--- src/rtl/pmem_pkg.sv ---
// Shared types and constants for the program-memory port arbiter.
// Holds the response tag carried from grant (c0) to data return (c1).
package pmem_pkg;

    localparam int PMEM_ADDR_W = 15;
    localparam int PMEM_DATA_W = 32;

    typedef enum logic [1:0] {
        OWN_NONE  = 2'd0,
        OWN_FETCH = 2'd1,
        OWN_DBG   = 2'd2
    } pmem_owner_e;

    typedef struct packed {
        pmem_owner_e owner;
        logic        is_read;
        logic        err;
    } pmem_rsp_tag_t;

    // A byte address is in range only if every bit above the word index is zero.
    function automatic logic addr_in_range(input logic [31:0] addr, input int unsigned addr_w);
        return (addr >> (addr_w + 2)) == 32'd0;
    endfunction

endpackage

--- src/rtl/pmem_starve_ctr.sv ---
// Saturating count of consecutive cycles the debug port asked and lost.
// When the count reaches the limit, debug is forced to win the next request.
module pmem_starve_ctr #(
    parameter int STARVE_LIMIT = 4
) (
    input  logic clk,
    input  logic reset_n,
    input  logic dbg_req,
    input  logic dbg_gnt,
    output logic force_dbg
);

    localparam logic [3:0] LIMIT = 4'(STARVE_LIMIT);

    logic [3:0] starve_cnt;

    always_ff @(posedge clk) begin
        if (!reset_n) begin
            starve_cnt <= 4'd0;
        end else if (dbg_req && !dbg_gnt) begin
            if (starve_cnt != LIMIT) begin
                starve_cnt <= starve_cnt + 4'd1;
            end
        end else begin
            starve_cnt <= 4'd0;
        end
    end

    assign force_dbg = dbg_req && (starve_cnt == LIMIT);

endmodule

--- src/rtl/pmem_port_arbiter.sv ---
// Shares a single-port program memory between instruction fetch (priority)
// and a debug/loader port, routing range-checked read data back one cycle later.
module pmem_port_arbiter
    import pmem_pkg::*;
#(
    parameter int ADDR_W       = PMEM_ADDR_W,
    parameter int DATA_W       = PMEM_DATA_W,
    parameter int STARVE_LIMIT = 4
) (
    input  logic              clk,
    input  logic              reset_n,
    input  logic              fetch_req_c0,
    input  logic [31:0]       fetch_addr_c0,
    output logic              fetch_gnt_c0,
    output logic              fetch_rvalid_c1,
    output logic [DATA_W-1:0] fetch_rdata_c1,
    output logic              fetch_err_c1,
    input  logic              dbg_req_c0,
    input  logic              dbg_we_c0,
    input  logic [31:0]       dbg_addr_c0,
    input  logic [DATA_W-1:0] dbg_wdata_c0,
    output logic              dbg_gnt_c0,
    output logic              dbg_rvalid_c1,
    output logic [DATA_W-1:0] dbg_rdata_c1,
    output logic              dbg_err_c1,
    output logic              mem_en_c0,
    output logic              mem_we_c0,
    output logic [ADDR_W-1:0] mem_addr_c0,
    output logic [DATA_W-1:0] mem_wdata_c0,
    input  logic [DATA_W-1:0] mem_rdata_c1
);

    logic          force_dbg;
    logic          fetch_in_range;
    logic          dbg_in_range;
    pmem_rsp_tag_t tag_c1;

    pmem_starve_ctr #(
        .STARVE_LIMIT(STARVE_LIMIT)
    ) u_starve_ctr (
        .clk      (clk),
        .reset_n  (reset_n),
        .dbg_req  (dbg_req_c0),
        .dbg_gnt  (dbg_gnt_c0),
        .force_dbg(force_dbg)
    );

    assign fetch_in_range = addr_in_range(fetch_addr_c0, ADDR_W);
    assign dbg_in_range   = addr_in_range(dbg_addr_c0, ADDR_W);

    // Grants are gated by reset so nothing reaches memory while held in reset.
    assign dbg_gnt_c0   = reset_n && dbg_req_c0 && (!fetch_req_c0 || force_dbg);
    assign fetch_gnt_c0 = reset_n && fetch_req_c0 && !dbg_gnt_c0;

    assign mem_en_c0    = (fetch_gnt_c0 && fetch_in_range) || (dbg_gnt_c0 && dbg_in_range);
    assign mem_we_c0    = dbg_gnt_c0 && dbg_we_c0 && dbg_in_range;
    assign mem_addr_c0  = dbg_gnt_c0 ? dbg_addr_c0[ADDR_W+1:2] : fetch_addr_c0[ADDR_W+1:2];
    assign mem_wdata_c0 = dbg_wdata_c0;

    always_ff @(posedge clk) begin
        if (!reset_n) begin
            tag_c1 <= '0;
        end else if (dbg_gnt_c0) begin
            tag_c1.owner   <= OWN_DBG;
            tag_c1.is_read <= !dbg_we_c0;
            tag_c1.err     <= !dbg_in_range;
        end else if (fetch_gnt_c0) begin
            tag_c1.owner   <= OWN_FETCH;
            tag_c1.is_read <= 1'b1;
            tag_c1.err     <= !fetch_in_range;
        end else begin
            tag_c1 <= '0;
        end
    end

    // Read data is zeroed unless it belongs to a valid, in-range read.
    assign fetch_rvalid_c1 = (tag_c1.owner == OWN_FETCH);
    assign fetch_err_c1    = fetch_rvalid_c1 && tag_c1.err;
    assign fetch_rdata_c1  = (fetch_rvalid_c1 && !tag_c1.err) ? mem_rdata_c1 : '0;

    assign dbg_rvalid_c1 = (tag_c1.owner == OWN_DBG) && tag_c1.is_read;
    assign dbg_err_c1    = (tag_c1.owner == OWN_DBG) && tag_c1.err;
    assign dbg_rdata_c1  = (dbg_rvalid_c1 && !tag_c1.err) ? mem_rdata_c1 : '0;

endmodule

--- config.mk ---
export PLATFORM = sky130hd
export DESIGN_NAME = pmem_port_arbiter
export DESIGN_NICKNAME = d
export VERILOG_FILES = /design/src/rtl/pmem_pkg.sv /design/src/rtl/pmem_starve_ctr.sv /design/src/rtl/pmem_port_arbiter.sv
export SDC_FILE = /design/constraint.sdc
export NUM_CORES = 1
export LEC_CHECK = 0
export ABC_AREA = 1
export CORE_AREA = 2 2 99 101
export CTS_CLUSTER_SIZE = 30
export DETAILED_ROUTE_END_ITERATION = 10
export DIE_AREA = 0 0 101 103
export PLACE_DENSITY = 0.72
export SYNTH_ARGS = -nofsm -noshare
export SYNTH_HDL_FRONTEND = slang
export SYNTH_SLANG_ARGS = --single-unit
--- constraint.sdc ---
create_clock -name clk -period 1.3 [get_ports clk]
set_input_delay 0.13 -clock clk [delete_from_list [all_inputs] [get_ports clk]]
set_output_delay 0.13 -clock clk [all_outputs]
set_load 0.02 [all_outputs]
==> metrics <==
run status complete, but fails checks; failing checks setup timing; Final Hold Fails 0; hold path endpoint mem_wdata_c0[30]; Clock Sinks 8; combinational share of power 67.2%; post-place setup slack -0.7653 ns; internal power 1.088 mW; CP max FO 15; Crit. End Element primary output; final setup fails 90; commonest non-fill, non-tap cell in the layout clkdlybuf4s50_1; CTS tree done; Slew Viols, Final 0; Least-Margin Pin Slew 0.2581 ns; layout cells sized above 1 52.87%; RSZ-0062 raised after global routing yes; first-pass GRT wire length 11.78 mm; Rows 36; Startpoint Class register; htree depth 1; root buffer cell clkbuf_8; # diodes 0; r2r startpoint u_starve_ctr.starve_cnt[0]; synthesized area per cell 4.987 um^2; dpl hpwl 5.745 mm; Final #Nets 625; critical path class reg2out; drt first pass iters 4; total power 1.693 mW; Worst IR Drop VDD 0.0002323 V; distinct cell type count after synthesis 22; gr usage total 14.40%; synthesized cell area 1436 um^2; largest net degree at the start of global routing 16; vias in the first global route 2369; leak pwr 2.078 nW; # port buffers 183; most frequent cells in the layout clkdlybuf4s50_1, buf_6, nor2_4; Min-Delay Startpoint dbg_wdata_c0[30]; R2R Setup Slk -0.07 ns; placed cells 567; Ports 252; die area 10400 um^2; GRT overflow 0; initial drt markers 35; Syn Nets 423; drt wl/cell 13.91 um; switching share of power 35.75%; hold path cells 0; count of state elements after synthesis 8; clk_lat worst skew 0.23 ns; Seq pwr share 15.5%; Fmax achieved 0.5937 GHz; crit share post-route 129.6%; Post-Route WL 8.374 mm; NetSw 0.6053 mW; post-synthesis cell count 288; clk_skew 0.003997 ns; die width 101 um; Worst EP required 1.17 ns; die height 103 um; drt drc 0; Avg Vias per Cell 4.078; sequential element share of the synthesized area 11.15%; Hold Worst Slack 0.2600 ns; fin crit period 1.684 ns; CTS max path bufs 2; type of the tightest min-delay check in2out; Clk network pwr share 17.3%; Post-CTS Hold Buffers 0; YS warnings 0; Starting Density 15.19%; via count 2455; PD cells 368.7 nW/um^2; initial antenna violation count 2; worst endpoint data arrival time 1.55 ns; Cell Count, Final, Fillers Out 602; Antenna Violating Nets Remaining 0; R2R depth 8; Worst slew margin 82.73%; Final WS setup -0.3844 ns; Reg clk slew, reported paths 0.04 ns; max capacitance violation total 0; reg2reg end tag_c1[1]; CTS Buf Count 3; GPL Wtd Cong 0.7490; Core ar. 9459 um^2; P&R area growth vs syn 219.7%; FILL cells 857
area by class of cell:
type	instances	area [um^2]	area share, %
inverter	56	220.2	4.796
timing repair buffer	238	2595	56.51
clock buffer	3	41.29	0.8992
sequential	8	167.7	3.651
multi-input combinational	183	1425	31.04
tap	114	142.6	3.106
critical path, stage by stage, from the launching register on:
cell     delay, ns
dfxtp_2       0.32
inv_2         0.06
ha_4          0.14
nand3_4       0.07
a21oi_4       0.23
buf_12        0.17
inv_8         0.06
nand2_1       0.07
nand2_2       0.04
buf_4         0.15
power by group through the flow:
stage                     Clock (mW)  Combinational [mW]  Sequential, mW
after floorplan                    0               0.464           0.264
after global placement             0               0.842           0.264
after detailed placement           0               0.850           0.264
after CTS                      0.300                1.08           0.262
after global routing           0.321                1.21           0.263
final                          0.293                1.14           0.262
routing by layer:
layer  vias to the layer above  share of wire [%]  track usage [%]
met5                         -               0.36                0
met4                         4                1.6            4.782
met1                      1078                 35            14.93
li1                       1196                  -                -
met3                        15                 12            6.508
met2                       162                 51            26.00
worst max path at each step:
stage | from | to | slack, ns | cells after the start
2_1_floorplan | tag_c1[2] | fetch_rdata_c1[11] | -0.06 | 5
3_3_place_gp | reset_n | mem_addr_c0[6] | -0.73 | 8
3_5_place_dp | reset_n | mem_addr_c0[7] | -0.77 | 8
4_1_cts | u_starve_ctr.starve_cnt[0] | mem_addr_c0[12] | -0.40 | 9
5_1_grt | u_starve_ctr.starve_cnt[0] | mem_addr_c0[6] | -0.46 | 9
6_report | u_starve_ctr.starve_cnt[0] | mem_addr_c0[11] | -0.38 | 9
cells in the mapped netlist:
cell type  count  area [um^2]
nor3_1         1        5.000
nor2_1        89        334.1
xor2_1         1        8.760
buf_4         33        247.7
xnor2_1        1        8.760
buf_6          2        22.52
inv_1         55        206.5
clkbuf_1       3        11.26
nand2_1       73        274.0
ha_1           2        25.02
nor2_2         1        6.260
buf_2          3        15.01
inv_2          1        3.750
nand3_4        1        17.52
nand3_2        1        10.01
nand3_1        5        25.02
dfxtp_1        8        160.2
a21oi_1        4        20.02
nand3b_1       1        7.510
nand4_1        1        6.260
o21ai_0        1        5.000
a21oi_4        1        16.27
kinds of logic (layout without fill, tap and decap cells):
group / Yosys count / count (layout) / share of synthesized area, %
adder cells (fa/ha/maj): 2 / 2 / 1.742
flip-flops: 8 / 8 / 11.15
buffers and inverters: 97 / 297 / 35.28
AO/OA/AOI/OAI: 6 / 6 / 2.875
AND/OR/NAND/NOR: 173 / 173 / 47.74
XOR/XNOR: 2 / 2 / 1.220
what timing repair did:
| action | CTS | global route |
|---|---|---|
| resized for setup | 600 | 82 |
| pin swaps | 8 | 13 |
| setup buffers | 21 | 13 |
| endpoints found under the setup margin | 87 | 88 |
| cloned | 8 | 0 |
metrics by stage:
step	instance area (um^2)	TNS, ns	utilization (%)
floorplan	1638	-1.512	-
global placement	3508	-39.35	37.09
detailed placement	3508	-40.70	37.09
CTS	4385	-20.49	46.36
global route	4592	-25.82	48.55
finish	4592	-19.19	48.55
sequential cells by signal, summed over array words and instances (netlist names):
name and cells:
u_starve_ctr.starve_cnt 4, tag_c1 4
(Power assumes the default switching activity.)
